File: src/rtl/mem_arbiter_if.sv
// ---------------------------------------------------------------------------
// mem_arbiter_if.sv
//
// Interfaces used by mem_arbiter.
//
// mem_arbiter_req_if : both requester ports.
//   port 0 (CPU) : req0, addr0, wren0, wdata0, lock0 -> ack0, rdata0
//   port 1 (I/O) : req1, addr1, wren1, wdata1        -> ack1, rdata1
//   modport master : the requesters (drive req/addr/wren/wdata/lock)
//   modport slave  : the arbiter    (drives ack/rdata)
//
// mem_arbiter_mem_if : the single-ported word memory.
//   address, write_en, data_out driven by the arbiter; data_in is the
//   memory's combinational read data.
//   modport master : the arbiter
//   modport slave  : the memory
// ---------------------------------------------------------------------------

interface mem_arbiter_req_if #(
  parameter int ADDR_W = 17,
  parameter int DATA_W = 32
);
  localparam int BE_W = DATA_W / 8;

  // CPU port
  logic              req0;
  logic [ADDR_W-1:0] addr0;
  logic [BE_W-1:0]   wren0;
  logic [DATA_W-1:0] wdata0;
  logic              lock0;
  logic              ack0;
  logic [DATA_W-1:0] rdata0;

  // I/O requester port
  logic              req1;
  logic [ADDR_W-1:0] addr1;
  logic [BE_W-1:0]   wren1;
  logic [DATA_W-1:0] wdata1;
  logic              ack1;
  logic [DATA_W-1:0] rdata1;

  modport master (
    output req0, addr0, wren0, wdata0, lock0,
    output req1, addr1, wren1, wdata1,
    input  ack0, rdata0, ack1, rdata1
  );

  modport slave (
    input  req0, addr0, wren0, wdata0, lock0,
    input  req1, addr1, wren1, wdata1,
    output ack0, rdata0, ack1, rdata1
  );
endinterface

interface mem_arbiter_mem_if #(
  parameter int ADDR_W = 17,
  parameter int DATA_W = 32
);
  localparam int BE_W = DATA_W / 8;

  logic [ADDR_W-1:0] address;
  logic [BE_W-1:0]   write_en;
  logic [DATA_W-1:0] data_out;
  logic [DATA_W-1:0] data_in;

  modport master (
    output address, write_en, data_out,
    input  data_in
  );

  modport slave (
    input  address, write_en, data_out,
    output data_in
  );
endinterface

File: src/rtl/mem_arbiter.sv
// ---------------------------------------------------------------------------
// mem_arbiter.sv
//
// Shares one single-ported word memory between the CPU (port 0) and an I/O
// processor / DMA requester (port 1). Each grant performs exactly one memory
// access (one ACCESS cycle) and answers with a one-cycle ack pulse plus the
// registered read data.
//
// Arbitration: round-robin on ties, port 0 wins the first tie after reset.
// A requester's req is ignored during the cycle its ack is high, so a held
// req cannot be granted twice. The CPU can hold the memory across several
// accesses with lock0 for atomic read-modify-write sequences.
//
// Ports:
//   clock   : system clock, rising edge
//   reset   : asynchronous, active-low
//   req_if  : requester ports (slave modport of mem_arbiter_req_if)
//   mem_if  : memory port (master modport of mem_arbiter_mem_if)
//   busy    : high while an access is in progress (ACCESS state)
// ---------------------------------------------------------------------------

module mem_arbiter #(
  parameter int ADDR_W = 17,
  parameter int DATA_W = 32
) (
  input  logic                clock,
  input  logic                reset,
  mem_arbiter_req_if.slave    req_if,
  mem_arbiter_mem_if.master   mem_if,
  output logic                busy
);

  localparam int BE_W = DATA_W / 8;

  typedef enum logic {
    S_IDLE,
    S_ACCESS
  } state_t;

  state_t state;
  logic   winner;      // port owning the current ACCESS cycle
  logic   last_grant;  // port granted most recently (tie breaker)
  logic   locked;      // CPU holds the memory; port 1 is masked

  // -------------------------------------------------------------------------
  // Arbitration (evaluated in IDLE only)
  // -------------------------------------------------------------------------
  logic eff0;
  logic eff1;
  logic grant_valid;
  logic grant_port;

  // NOTE: every signal assigned in an always_comb gets a default first, so no
  // path can leave it unassigned and infer a latch.
  always_comb begin
    eff0        = 1'b0;
    eff1        = 1'b0;
    grant_valid = 1'b0;
    grant_port  = 1'b0;

    // A port whose ack is high this cycle is still holding req from the
    // access just completed; that req must not start a second access.
    eff0 = req_if.req0 & ~req_if.ack0;
    eff1 = req_if.req1 & ~req_if.ack1 & ~locked;

    grant_valid = eff0 | eff1;
    if (eff0 && eff1) begin
      grant_port = ~last_grant;
    end else begin
      grant_port = eff1;
    end
  end

  // -------------------------------------------------------------------------
  // Memory side: combinational from state and the latched winner. The
  // requester holds addr/wren/wdata stable until its ack, so the live values
  // are sampled directly. Outside ACCESS everything is driven to zero, which
  // also means an asynchronous reset kills a pending write immediately.
  // -------------------------------------------------------------------------
  logic [ADDR_W-1:0] sel_addr;
  logic [BE_W-1:0]   sel_wren;
  logic [DATA_W-1:0] sel_wdata;

  always_comb begin
    sel_addr  = '0;
    sel_wren  = '0;
    sel_wdata = '0;
    if (state == S_ACCESS) begin
      if (winner) begin
        sel_addr  = req_if.addr1;
        sel_wren  = req_if.wren1;
        sel_wdata = req_if.wdata1;
      end else begin
        sel_addr  = req_if.addr0;
        sel_wren  = req_if.wren0;
        sel_wdata = req_if.wdata0;
      end
    end
  end

  assign mem_if.address  = sel_addr;
  assign mem_if.write_en = sel_wren;
  assign mem_if.data_out = sel_wdata;
  assign busy            = (state == S_ACCESS);

  // -------------------------------------------------------------------------
  // Sequencer
  // -------------------------------------------------------------------------
  // NOTE: state registers use non-blocking assignments so every flop samples
  // the pre-edge values, independent of statement order.
  always_ff @(posedge clock or negedge reset) begin
    if (!reset) begin
      state      <= S_IDLE;
      winner     <= 1'b0;
      last_grant <= 1'b1;  // port 0 wins the first tie
      locked     <= 1'b0;
      req_if.ack0   <= 1'b0;
      req_if.ack1   <= 1'b0;
      // NOTE: the read-data registers are reset too; they are visible outputs
      // and must read as zero before the first access.
      req_if.rdata0 <= '0;
      req_if.rdata1 <= '0;
    end else begin
      // acks are single-cycle pulses
      req_if.ack0 <= 1'b0;
      req_if.ack1 <= 1'b0;

      case (state)
        S_IDLE: begin
          if (grant_valid) begin
            winner     <= grant_port;
            last_grant <= grant_port;
            state      <= S_ACCESS;
          end
        end

        S_ACCESS: begin
          // The memory writes on this same edge; data_in still shows the
          // pre-write word, which is returned for writes as well as reads.
          if (winner) begin
            req_if.rdata1 <= mem_if.data_in;
            req_if.ack1   <= 1'b1;
          end else begin
            req_if.rdata0 <= mem_if.data_in;
            req_if.ack0   <= 1'b1;
            // Lock follows the CPU's lock0 of each access: set by a locked
            // access, released by the first unlocked one.
            locked        <= req_if.lock0;
          end
          state <= S_IDLE;
        end
      endcase
    end
  end

endmodule

File: src/flat_wrapper.sv
// flat-port wrapper written by rule: the top's interface ports become plain ports
module mem_arbiter_flat 
#(
  parameter int ADDR_W = 17,
  parameter int DATA_W = 32
)
  (clock, reset, busy, req_if_req0, req_if_addr0, req_if_wren0, req_if_wdata0, req_if_lock0, req_if_req1, req_if_addr1, req_if_wren1, req_if_wdata1, req_if_ack0, req_if_rdata0, req_if_ack1, req_if_rdata1, mem_if_address, mem_if_write_en, mem_if_data_out, mem_if_data_in);
  mem_arbiter_req_if #(.ADDR_W(ADDR_W), .DATA_W(DATA_W)) req_if_i ();
  mem_arbiter_mem_if #(.ADDR_W(ADDR_W), .DATA_W(DATA_W)) mem_if_i ();
  input  logic clock;
  input  logic reset;
  output logic busy;
  input wire logic [$bits(req_if_i.req0)-1:0] req_if_req0;
  input wire logic [$bits(req_if_i.addr0)-1:0] req_if_addr0;
  input wire logic [$bits(req_if_i.wren0)-1:0] req_if_wren0;
  input wire logic [$bits(req_if_i.wdata0)-1:0] req_if_wdata0;
  input wire logic [$bits(req_if_i.lock0)-1:0] req_if_lock0;
  input wire logic [$bits(req_if_i.req1)-1:0] req_if_req1;
  input wire logic [$bits(req_if_i.addr1)-1:0] req_if_addr1;
  input wire logic [$bits(req_if_i.wren1)-1:0] req_if_wren1;
  input wire logic [$bits(req_if_i.wdata1)-1:0] req_if_wdata1;
  output wire logic [$bits(req_if_i.ack0)-1:0] req_if_ack0;
  output wire logic [$bits(req_if_i.rdata0)-1:0] req_if_rdata0;
  output wire logic [$bits(req_if_i.ack1)-1:0] req_if_ack1;
  output wire logic [$bits(req_if_i.rdata1)-1:0] req_if_rdata1;
  output wire logic [$bits(mem_if_i.address)-1:0] mem_if_address;
  output wire logic [$bits(mem_if_i.write_en)-1:0] mem_if_write_en;
  output wire logic [$bits(mem_if_i.data_out)-1:0] mem_if_data_out;
  input wire logic [$bits(mem_if_i.data_in)-1:0] mem_if_data_in;
  assign req_if_i.req0 = req_if_req0;
  assign req_if_i.addr0 = req_if_addr0;
  assign req_if_i.wren0 = req_if_wren0;
  assign req_if_i.wdata0 = req_if_wdata0;
  assign req_if_i.lock0 = req_if_lock0;
  assign req_if_i.req1 = req_if_req1;
  assign req_if_i.addr1 = req_if_addr1;
  assign req_if_i.wren1 = req_if_wren1;
  assign req_if_i.wdata1 = req_if_wdata1;
  assign req_if_ack0 = req_if_i.ack0;
  assign req_if_rdata0 = req_if_i.rdata0;
  assign req_if_ack1 = req_if_i.ack1;
  assign req_if_rdata1 = req_if_i.rdata1;
  assign mem_if_address = mem_if_i.address;
  assign mem_if_write_en = mem_if_i.write_en;
  assign mem_if_data_out = mem_if_i.data_out;
  assign mem_if_i.data_in = mem_if_data_in;
  mem_arbiter #(.ADDR_W(ADDR_W), .DATA_W(DATA_W)) u_core (.clock(clock), .reset(reset), .req_if(req_if_i), .mem_if(mem_if_i), .busy(busy));
endmodule
File: config.mk
export PLATFORM = sky130hd
export DESIGN_NAME = mem_arbiter_flat
export DESIGN_NICKNAME = d
export VERILOG_FILES = /design/src/rtl/mem_arbiter_if.sv /design/src/rtl/mem_arbiter.sv /design/src/flat_wrapper.sv
export SDC_FILE = /design/constraint.sdc
export NUM_CORES = 1
export LEC_CHECK = 0
export CORE_MARGIN = 5
export CORE_UTILIZATION = 35
export CTS_BUF_LIST = sky130_fd_sc_hd__clkbuf_4 sky130_fd_sc_hd__clkbuf_8
export DETAILED_ROUTE_END_ITERATION = 8
export MAX_ROUTING_LAYER = met4
export PLACE_DENSITY = 0.9
export REMOVE_ABC_BUFFERS = 1
export SKIP_CTS_REPAIR_TIMING = 1
export SKIP_LAST_GASP = 1
export SYNTH_ARGS = -nofsm -noshare
export SYNTH_HDL_FRONTEND = slang
export SYNTH_SLANG_ARGS = --single-unit
File: constraint.sdc
create_clock -name clock -period 1.9 [get_ports clock]
set_input_delay 0.38 -clock clock [delete_from_list [all_inputs] [get_ports clock]]
set_output_delay 0.38 -clock clock [all_outputs]
set_load 0.02 [all_outputs]
# Word-level counts from Yosys, hierarchy flattened
# Index checks and enable logic that the tools add are counted.
[totals]
latch_bits = 0
inputBits = 143
elab_cells = 35
regBits = 70
memories = 0
mem_bits_ro = 0
output_inout_bits = 120
mem_bits_rw = 0
[op_classes]
n_reduce_logical = 4
bitwise = 10
multipliers = 0
n_lt_le_gt_ge = 0
n_eq_ne = 0
muxes = 13
add_sub_neg = 0
div = 0
shifts = 0
[op_table]
columns = ["operator", "n"]
rows = [
  ["2-to-1 mux 32 bit", 2],
  ["2-to-1 mux 17 bit", 2],
  ["2-to-1 mux 4 bit", 2],
  ["2-to-1 mux 1 bit", 6],
  ["NOT 1 bit", 6],
  ["AND reduction 2 bit", 3],
  ["AND 1 bit", 3],
  ["case mux 1 bit (2 select lines)", 1],
  ["logical AND 1 bit", 1],
  ["bitwise OR 1 bit", 1],
]

# Longest topological paths before layout
# Gate-level depths: netlist (run 1).
[depth]
ltp_word = 6
ltp_mapped = 4
depth_no_buf = 2

# Worst setup path after synthesis (run 1)
# OpenSTA, ideal clock, no wires.
[synth_path]
path_kind = "register to output"
startpoint = "reg u_core.state, in the netlist u_core.busy"
endpoint = "out mem_if_address[10]"
t_required_ns = 1.520
path_stages_with_launch = 4
slack_ns = 0.191
arrival_ns = 1.329
path_cell_list = "dfrtp_1 > clkbuf_1 > clkbuf_1 > nor2b_1"
[synth_via]
elab_chain_cells = 1
[synth_lines]
columns = ["element", "line_no", "rtl"]
rows = [
  ["from (decl)", "mem_arbiter.sv:40", "state_t state;"],
  ["from (signal assigned)", "mem_arbiter.sv:113", "state <= S_IDLE;"],
  ["from (signal assigned)", "mem_arbiter.sv:133", "state <= S_ACCESS;"],
  ["from (signal assigned)", "mem_arbiter.sv:150", "state <= S_IDLE;"],
  ["2-to-1 mux 17 bit", "mem_arbiter.sv:88", "if (state == S_ACCESS) begin"],
  ["to (decl)", "flat_wrapper.sv:26", "output wire logic [$bits(mem_if_i.address)-1:0] mem_if_address;"],
]
# No other way between the ends.

# Worst setup path in the final report (run 1)
[layout_path]
startpoint = "reg u_core.winner"
endpoint = "out mem_if_data_out[24]"
[layout_via]
elab_chain_cells = 2
[layout_lines]
columns = ["element", "line_no", "rtl"]
rows = [
  ["from (decl)", "mem_arbiter.sv:41", "logic winner;"],
  ["from (signal assigned)", "mem_arbiter.sv:131", "winner <= grant_port;"],
  ["2-to-1 mux 32 bit", "mem_arbiter.sv:89", "if (winner) begin"],
  ["2-to-1 mux 32 bit", "mem_arbiter.sv:88", ""],
  ["to (decl)", "flat_wrapper.sv:28", "output wire logic [$bits(mem_if_i.data_out)-1:0] mem_if_data_out;"],
]
# No other way between the ends.

==> impl_metrics.env, run 1 <==
export IMPL_tightest_slew_ns=0.348
export IMPL_path_clk_slew_ns=0.07
export IMPL_drt_wirelength_per_cell_microns=19.1
export IMPL_path_cells="buf_8 -> mux2i_1 -> nor2b_1 -> dlymetal6s2s_1"
export IMPL_layoutNonFillerInstCount=669
export IMPL_ys_seq_area_share_pct=49.7
export IMPL_cts_tree="done"
export IMPL_drt_total_wl_mm=12.8
export IMPL_synth_xor_area_share_pct=0
export IMPL_finalHoldViolCount=0
export IMPL_synthArstFlopShare_pct=100
export IMPL_slowest_stage="dfrtp_2"
export IMPL_io_buffers=262
export IMPL_antenna_cells=0
export IMPL_hpwl_mm=10.0
export IMPL_violations="setup timing"
export IMPL_hold_class="in2async"
export IMPL_synthCells=271
export IMPL_r2r_slack_ns=0.42
export IMPL_cts_path_max_buffers=2
export IMPL_powerDensity_mw_per_mm2=1570
export IMPL_synth_top_area_share_pct=49.0
export IMPL_dr_pass1_iters=4
export IMPL_die_w_microns=110
export IMPL_htree_levels=3
export IMPL_synth_edf_count=0
export IMPL_synth_top_family_by_area="multiplexers"
export IMPL_synthFlopType="dfrtp_1"
export IMPL_syn_area_sq_mm=0.00353
export IMPL_total_power_mw=10.3
export IMPL_synthTopCellsByCount="dfrtp_1 (69), nor2b_1 (54), mux2i_1 (53)"
export IMPL_first_global_vias=3320
export IMPL_yosys_area_share_simple_pct=10.9
export IMPL_cts_buffers=9
export IMPL_cp_required_ns=1.52
export IMPL_nNetsFinal=676
export IMPL_grt_max_degree=71
export IMPL_worst_slack_ns=-0.0137
export IMPL_drt_iter0_markers=100
export IMPL_postRouteAntennaNets=0
export IMPL_critPathMaxStageDelay_ns=0.41
export IMPL_drv_cap=0
export IMPL_final_core_util_pct=66.9
export IMPL_num_rows=36
export IMPL_place_gp_congestion=0.810
export IMPL_grt_pass1_wl_mm=17.7
export IMPL_yosysMostFrequentCell="dfrtp_1"
export IMPL_synth_compound_area_share_pct=0.390
export IMPL_clkLatencyLatePin_ns=0.33
export IMPL_synth_adder_area_share_pct=0
export IMPL_slew_violations=0
export IMPL_vias=3149
export IMPL_synth_area_top_cells="dfrtp_1 (49%), mux2i_1 (15%), mux2_2 (11%)"
export IMPL_start_kind="flop"
export IMPL_track_usage_pct=19.7
export IMPL_min_period_ns=1.91
export IMPL_antenna_found_initial=0
export IMPL_io_pins=263
export IMPL_rsz0062_at_grt="yes"
export IMPL_critPathArrivalTime_ns=1.53
export IMPL_end_kind="output port"
export IMPL_area_growth_pct=86.3
export IMPL_crit_fanout=18
export IMPL_setup_viol=3
export IMPL_syn_area_per_cell_sq_um=13.0
export IMPL_crit_type="reg2out"
export IMPL_die_y_microns=110
export IMPL_ys_warn_count=0
export IMPL_numClockSinks=70
export IMPL_synth_ff_latch_count=70
export IMPL_status="finished, violations left"
export IMPL_fmax_mhz=523
export IMPL_fp_dieArea_sq_mm=0.0122
export IMPL_clockRootBuffer="clkbuf_8"
export IMPL_max_slew_margin_pct=76.4
export IMPL_core_area_sq_mm=0.00982
export IMPL_grt_ovfl_total=0
export IMPL_finalCritPeriodShare_pct=101
export IMPL_drive_above_1_share_pct=14.4
export IMPL_viasPerCell=4.71
export IMPL_irDropWorstVdd_mv=0.966
export IMPL_start_util_pct=35.9
export IMPL_synth_mux_area_share_pct=36.1
export IMPL_skew_ns=0.00715
export IMPL_drcViolationCount=0
export IMPL_p_leak_nw=3.30
export IMPL_yosysTopAreaCell="dfrtp_1"
export IMPL_synth_cell_types=17
export IMPL_dp_cells=655
[cell usage in the layout (no fill, tap or decap), types with 2 or more instances in the layout]
| master | Yosys | layout |
|---|---|---|
| buf_12 | 0 | 5 |
| buf_4 | 4 | 3 |
| clkbuf_2 | 0 | 12 |
| clkbuf_8 | 0 | 9 |
| clkdlybuf4s50_1 | 0 | 207 |
| clkinv_2 | 0 | 3 |
| dfrtp_1 | 69 | 68 |
| dlymetal6s2s_1 | 0 | 41 |
| mux2_1 | 31 | 31 |
| mux2_2 | 35 | 35 |
| mux2i_1 | 53 | 53 |
| nor2b_1 | 54 | 53 |
| or3b_2 | 2 | 2 |
[registers in the layout (all words and copies together), names as in the netlist]
signal and flops:
u_core.req_if.ack1 1, u_core.busy 1, u_core.req_if.rdata0 32, u_core.req_if.rdata1 32, u_core.last_grant 1, u_core.locked 1
u_core.req_if.ack0 1, u_core.winner 1
[per-stage QoR]
stage	hold WS (ns)	worst slack (ns)	TNS [ns]	cell area, sq um
after global placement	0.427	-0.184	-5.90	6340
after detailed placement	0.433	-0.191	-6.84	6340
after floorplan	0.0844	-1.87	-163.53	3430
after global routing	0.0755	-0.112	-1.15	6570
after CTS	0.0656	-0.487	-18.72	6520
final	0.0687	-0.0137	-0.0320	6570
[metal layers]
metal	routed length [microns]	part of all wire, %	global-route usage (%)
met1	4380	34	19.5
met5	0	0	-
met4	477	3.7	8.80
met3	1440	11	7.80
met2	6470	51	34.3
[critical path: cells and delay by family, from the launching register on]
kind                   cells  cell delay, ns
buffers and inverters      2            0.43
muxes                      1            0.28
DFF                        1            0.41
and+or+nand+nor            1            0.08
[cell families after synthesis]
logic type | after synthesis
and+or+nand+nor | 60
AOI/OAI and AO/OA | 2
muxes | 119
buffers and inverters | 20
DFF | 70
[where the power goes]
part           total, mW  switching, mW  leakage [nW]  internal (mW)
combinational       6.49           3.13          2.39           3.37
clock               1.10          0.514        0.0907          0.585
sequential          2.69          0.415         0.821           2.27
[layout make-up]
class / instances / area, sq um
Inverter: 1 / 3.75
Fill cell: 733 / 3250
Clock buffer: 9 / 124
Multi-Input combinational cell: 181 / 1680
Clock inverter: 5 / 52.6
Sequential cell: 70 / 1750
Tap cell: 133 / 166
Timing Repair Buffer: 270 / 2790
[worst paths after layout]
| check | depth (start not counted) | end | from |
|---|---|---|---|
| worst max register to register | 4 | u_core.req_if.rdata0[7] | u_core.winner |
| worst min register to register | 1 | u_core.req_if.rdata0[17] | u_core.req_if.rdata0[17] |
| worst max-delay path | 4 | mem_if_data_out[24] | u_core.winner |
| min in group clock | 1 | u_core.req_if.rdata0[17] | u_core.req_if.rdata0[17] |
| max in group asynchronous | 2 | u_core.last_grant | reset |
| worst min-delay path | 2 | u_core.req_if.rdata1[5] | reset |
Note: power is estimated with default switching activity, not from simulation.
==> run 2: changes to the inputs <==
CTS_CLUSTER_DIAMETER = 150   (was default)
CTS_CLUSTER_SIZE = 12   (was default)
==> results of run 2 <==
Same layout as run 1: the final DEF is identical, and so are final timing and power.
